## src/rtl/jtframe_ddr_arb_pkg.sv

```systemverilog
// Shared definitions for the DDR3 read-port arbiter: FSM encoding, widths and the
// round-robin grant helper.
package jtframe_ddr_arb_pkg;

    localparam int AW     = 29;
    localparam int BW     = 8;
    localparam int TOUT_W = 10;
    localparam logic [7:0] DDR_BE_ALL = 8'hFF;

    typedef enum logic [1:0] {
        IDLE  = 2'd0,
        ISSUE = 2'd1,
        DATA  = 2'd2
    } state_t;

    // Index to grant given the pending mask; rr only matters on contention.
    function automatic logic rr_pick(input logic [1:0] pend, input logic rr);
        return (pend == 2'b11) ? rr : pend[1];
    endfunction

endpackage

```

## src/rtl/jtframe_ddr_arb_slot.sv

```systemverilog
// One requester slot: captures address/burst on an accepted read pulse, keeps it
// pending until the burst finishes or times out, and holds the sticky timeout flag.
module jtframe_ddr_arb_slot
    import jtframe_ddr_arb_pkg::*;
(
    input  logic          clk,
    input  logic          rst,
    input  logic          rd,
    input  logic [AW-1:0] req_addr,
    input  logic [BW-1:0] req_burst,
    input  logic          done,
    input  logic          tout,
    output logic          busy,
    output logic          err,
    output logic [AW-1:0] addr,
    output logic [BW-1:0] burst
);

    // done/tout only arrive while busy, so they never collide with a capture.
    always_ff @(posedge clk or posedge rst) begin
        if (rst) begin
            busy  <= 1'b0;
            err   <= 1'b0;
            addr  <= '0;
            burst <= '0;
        end else if (rd && !busy) begin
            busy  <= 1'b1;
            err   <= 1'b0;
            addr  <= req_addr;
            burst <= (req_burst == '0) ? BW'(1) : req_burst;
        end else if (done) begin
            busy  <= 1'b0;
        end else if (tout) begin
            busy  <= 1'b0;
            err   <= 1'b1;
        end
    end

endmodule

```

## src/rtl/jtframe_ddr_arb.sv

```systemverilog
// Two-requester arbiter for the DDR3 read port: one burst in flight at a time,
// beats routed to the owner. Define JTFRAME_DDR_FIXPRIO_EN for fixed req0 priority.
//
// state | meaning
// IDLE  | no burst in flight; grant a pending slot and load the command
// ISSUE | ddram_rd held until the DDR drops waitrequest
// DATA  | counting beats for the owner; timeout if the DDR goes silent
module jtframe_ddr_arb
    import jtframe_ddr_arb_pkg::*;
#(
    parameter int TOUT = 1023
) (
    input  logic          clk,
    input  logic          rst,
    input  logic [1:0]    rq_rd,
    input  logic [AW-1:0] rq_addr0,
    input  logic [AW-1:0] rq_addr1,
    input  logic [BW-1:0] rq_burst0,
    input  logic [BW-1:0] rq_burst1,
    output logic [1:0]    rq_busy,
    output logic [1:0]    rq_ready,
    output logic [1:0]    rq_err,
    input  logic          ddram_busy,
    output logic          ddram_rd,
    output logic [AW-1:0] ddram_addr,
    output logic [BW-1:0] ddram_burstcnt,
    output logic [7:0]    ddram_be,
    input  logic          ddram_dout_ready
);

    localparam logic [TOUT_W-1:0] TOUT_LD = TOUT_W'(TOUT - 1);

    state_t              st, st_nx;
    logic                rr, rr_nx;
    logic                g, g_nx, gsel;
    logic [BW-1:0]       beat, beat_nx;
    logic [TOUT_W-1:0]   tcnt, tcnt_nx;
    logic                rd_nx;
    logic [AW-1:0]       addr_nx;
    logic [BW-1:0]       bcnt_nx;
    logic [1:0]          done, tout;
    logic [AW-1:0]       slot_addr0, slot_addr1;
    logic [BW-1:0]       slot_burst0, slot_burst1;

    jtframe_ddr_arb_slot u_slot0 (
        .clk       (clk),
        .rst       (rst),
        .rd        (rq_rd[0]),
        .req_addr  (rq_addr0),
        .req_burst (rq_burst0),
        .done      (done[0]),
        .tout      (tout[0]),
        .busy      (rq_busy[0]),
        .err       (rq_err[0]),
        .addr      (slot_addr0),
        .burst     (slot_burst0)
    );

    jtframe_ddr_arb_slot u_slot1 (
        .clk       (clk),
        .rst       (rst),
        .rd        (rq_rd[1]),
        .req_addr  (rq_addr1),
        .req_burst (rq_burst1),
        .done      (done[1]),
        .tout      (tout[1]),
        .busy      (rq_busy[1]),
        .err       (rq_err[1]),
        .addr      (slot_addr1),
        .burst     (slot_burst1)
    );

    assign ddram_be = DDR_BE_ALL;

    always_ff @(posedge clk or posedge rst) begin
        if (rst) begin
            st             <= IDLE;
            rr             <= 1'b0;
            g              <= 1'b0;
            beat           <= '0;
            tcnt           <= '0;
            ddram_rd       <= 1'b0;
            ddram_addr     <= '0;
            ddram_burstcnt <= '0;
        end else begin
            st             <= st_nx;
            rr             <= rr_nx;
            g              <= g_nx;
            beat           <= beat_nx;
            tcnt           <= tcnt_nx;
            ddram_rd       <= rd_nx;
            ddram_addr     <= addr_nx;
            ddram_burstcnt <= bcnt_nx;
        end
    end

    always_comb begin
        st_nx    = st;
        rr_nx    = rr;
        g_nx     = g;
        beat_nx  = beat;
        tcnt_nx  = tcnt;
        rd_nx    = ddram_rd;
        addr_nx  = ddram_addr;
        bcnt_nx  = ddram_burstcnt;
        done     = 2'b00;
        tout     = 2'b00;
        rq_ready = 2'b00;
`ifdef JTFRAME_DDR_FIXPRIO_EN
        gsel     = ~rq_busy[0];
`else
        gsel     = rr_pick(rq_busy, rr);
`endif
        case (st)
            IDLE: begin
                if (|rq_busy) begin
                    g_nx    = gsel;
                    addr_nx = gsel ? slot_addr1  : slot_addr0;
                    bcnt_nx = gsel ? slot_burst1 : slot_burst0;
                    rd_nx   = 1'b1;
                    st_nx   = ISSUE;
                end
            end
            ISSUE: begin
                if (!ddram_busy) begin
                    rd_nx   = 1'b0;
                    beat_nx = '0;
                    tcnt_nx = TOUT_LD;
                    st_nx   = DATA;
                end
            end
            DATA: begin
                if (ddram_dout_ready) begin
                    rq_ready[g] = 1'b1;
                    beat_nx     = beat + BW'(1);
                    tcnt_nx     = TOUT_LD;
                    if (beat == ddram_burstcnt - BW'(1)) begin
                        done[g] = 1'b1;
                        rr_nx   = ~g;
                        st_nx   = IDLE;
                    end
                end else if (tcnt == '0) begin
                    tout[g] = 1'b1;
                    rr_nx   = ~g;
                    st_nx   = IDLE;
                end else begin
                    tcnt_nx = tcnt - TOUT_W'(1);
                end
            end
            default: st_nx = IDLE;
        endcase
    end

endmodule

```

## config.mk

```make
export PLATFORM = sky130hd
export DESIGN_NAME = jtframe_ddr_arb
export DESIGN_NICKNAME = d
export VERILOG_FILES = /design/src/rtl/jtframe_ddr_arb_pkg.sv /design/src/rtl/jtframe_ddr_arb_slot.sv /design/src/rtl/jtframe_ddr_arb.sv
export SDC_FILE = /design/constraint.sdc
export NUM_CORES = 1
export LEC_CHECK = 0
export BUFFER_PORTS_ARGS = -buffer_cell sky130_fd_sc_hd__buf_4
export CAP_MARGIN = 15
export CELL_PAD_IN_SITES_DETAIL_PLACEMENT = 1
export CELL_PAD_IN_SITES_GLOBAL_PLACEMENT = 2
export CORE_UTILIZATION = 38
export CTS_CLUSTER_SIZE = 8
export DETAILED_ROUTE_END_ITERATION = 8
export HOLD_SLACK_MARGIN = 0.15
export PLACE_DENSITY_LB_ADDON = 0.2
export REMOVE_ABC_BUFFERS = 1
export SLEW_MARGIN = 20
export SYNTH_ARGS = -nofsm -noshare
export SYNTH_HDL_FRONTEND = slang
export SYNTH_SLANG_ARGS = --single-unit
```

## constraint.sdc

```tcl
create_clock -name clk -period 10.15 [get_ports clk]
set_clock_uncertainty 0.1 [all_clocks]
set_input_delay 3.045 -clock clk [delete_from_list [all_inputs] [get_ports clk]]
set_output_delay 3.045 -clock clk [all_outputs]
set_load 0.005 [all_outputs]
```

==> results.cfg <==
[floorplan]
num_rows = 45
die_area_sq_mm = 0.0165
initial_utilization_pct = 39.5
io_pins = 132
die_x_microns = 128
die_y_microns = 128
core_sq_mm = 0.0154

[global_routing]
grt_start_max_net_pins = 91
grt_use_met3_pct = 6.78
first_global_vias = 4660
antenna_found_initial = 0
grt_first_pass_wirelength_microns = 24100
use_met1_pct = 23.1
grt.overflow.total = 0
use_met2_pct = 32.1
grt.busiest_layer = met2
track_usage_pct = 19.2

[yosys]
ys_top_cells_by_count = dfrtp_1 (138), mux2_2 (72), nand2_1 (56)
synth.largest_area_cell = dfrtp_1
ys_seq_area_share_pct = 56.9
ys_types = 44
async_flop_share_pct = 100
synth-seq-cells = 138
yosys-top-cells-area = dfrtp_1 (57%), mux2_2 (13%), mux2i_1 (6.1%)
syn_area_per_cell_sq_um = 11.9
synth_flop_cell = dfrtp_1
yosysMostFrequentCell = dfrtp_1
synth_cells = 510
synth_area_sq_mm = 0.00607
synth_top_area_share_pct = 56.9
synth-edff-count = 0
yosys_warnings = 0

[sta]
min_period_ns = 6.70
rsz0062_at_grt = false
finalSetupViolCount = 0
max_slew_margin_pct = 45.1
hold_viol = 0
drv_slew = 0
fmaxAchievable_mhz = 149
timing.final.crit_share_pct = 66.1
tightest_slew_ns = 0.824
tns_ns = 0

[layout]
drive_gt1_share_pct = 37.6
finalInstanceArea_sq_mm = 0.00778
nets = 713
diodes = 0
synthToLayoutAreaGrowth_pct = 28.1

[critical_path]
r2r_slack_ns = 7.72
crit_slowest_cell = nor3_1
path_cells = buf_4, inv_1, nor3_1, buf_4
worstPathArrival_ns = 3.56
worstPathMaxFanout = 5
start_kind = input pin
slowest_delay_ns = 0.18
startpoint = ddram_dout_ready
cp.required_ns = 7.01
path_buf_inv = 3
crit_family = buffers and inverters
r2r-start = ddram_burstcnt[2]
worstSetupPathType = in -> out
crit_top_cell = buf_4
endpoint_kind = primary output

[power_and_ir_drop]
p_leak_nw = 3.44
powerDensity_mw_per_mm2 = 258
peakVddDrop_mv = 0.139

[drt]
antenna_left = 0
drtIter0Drc = 159
wire_per_inst_microns = 17.1
route.detailed.drc = 0
detail_route.first_pass.iterations = 4
routed_wl_microns = 14600
via_per_inst = 4.96
vias = 4232

[clock_network]
cts_sinks = 138
clock_latency_ns = 0.42
cts_hold_buf = 0
cts.repair.resized = 0
cts_tree = done
post_cts_buffers = 0
clk_pin_slew_worst_paths_ns = 0.06
cts-buffers-inserted = 17
ctsHtreeMaxLevel = 4
cts_buffer_depth = 2
ctsRootBufferMaster = clkbuf_16

[hold_path]
hold_class = reg -> reg
hold_start = ddram_addr[21]

[placed_design]
io_buffer_count = 123
placed_area_sq_mm = 0.00719
place.gp.congestion = 0.761
dp_hpwl_microns = 9680

[run_status]
status = finished clean

[run]
drv_cap = 0
==> worst paths after layout <==
path	end	cells after the start
worst max-delay path	rq_ready[0]	4
worst min-delay path	ddram_addr[21]	2
worst min register to register	ddram_addr[21]	2
worst max register to register	u_slot1.busy	6
min in group asynchronous	u_slot1.burst[5]	2
max in group asynchronous	u_slot1.addr[1]	3
==> registers in the layout (all words and copies together), names as in the netlist, 2 cells and up <==
register	cells
tcnt	10
u_slot0.burst	8
st	2
u_slot1.burst	8
ddram_addr	29
u_slot1.addr	29
ddram_burstcnt	8
beat	8
u_slot0.addr	29
==> cells in the final DEF (no fill, tap or decap), drive strengths merged, types with 2 or more instances in the layout <==
cell      synthesis  final
clkbuf           11     18
a31oi             4      4
buf              24    129
nand2b            3      3
conb              1      8
nand3             8      8
ha                3      3
clkinv            0      7
nor3              9      9
o31ai             2      2
a21o              2      2
mux2i            37     37
nand4             5      5
nand2            56     56
nor4              5      5
or3               2      2
mux2             72     72
inv              10     12
nor3b             2      2
bufinv            0      2
xnor2            15     15
xor2              5      5
o211ai            2      2
a21oi             9      9
a41oi             3      3
clkinvlp          0      3
nor2             23     23
o21ai            45     45
nor2b             3      3
dfrtp           138    138
==> report_power, final <==
part	total [mW]	switching, mW	internal, mW	leakage (nW)
logic	0.564	0.279	0.284	1.47
clock network	0.610	0.241	0.369	0.282
registers	0.834	0.118	0.717	1.69
total	2.01	0.638	1.37	3.44
==> metrics by stage <==
stage,total power [mW],util [%],setup slack [ns],instances,hold slack [ns]
CTS,2.04,50.6,3.44,854,0.385
global placement,1.38,46.8,3.46,822,0.364
floorplan,1.16,-,3.31,482,0.364
detailed placement,1.42,46.8,3.44,822,0.371
global route,2.14,50.6,3.38,854,0.419
finish,2.01,50.6,3.45,854,0.383
==> tightest hold or removal path: stages, from the launching register on <==
cell	delay [ns]
dfrtp_1	0.34
nand2_1	0.05
o21ai_0	0.06
==> cell families after synthesis <==
kind of cell	after synthesis	synth area share, %
multiplexers	109	19.5
flip-flops	138	56.9
other	1	0.0618
AO/OA/AOI/OAI	71	6.86
AND/OR/NAND/NOR	122	9.26
XOR/XNOR	21	3.26
adder cells (fa/ha/maj)	3	0.618
buffers and inverters	45	3.59
==> per-layer routing <==
layer / vias up / wire [microns] / part of all wire, %
li1: 1996 / - / -
met1: 2138 / 6230 / 43
met2: 81 / 7210 / 50
met3: 17 / 910 / 6.2
met4: 0 / 211 / 1.4
met5: - / 0 / 0
==> final cells by class <==
cell class	instances	area, sq um
fill	1633	7590
multi-input combinational	334	2460
timing repair buffer	129	968
inverter	10	42.5
clock buffer	18	439
sequential	138	3450
clock inverter	14	146
tap	211	264
Note: power is estimated with default switching activity, not from simulation.
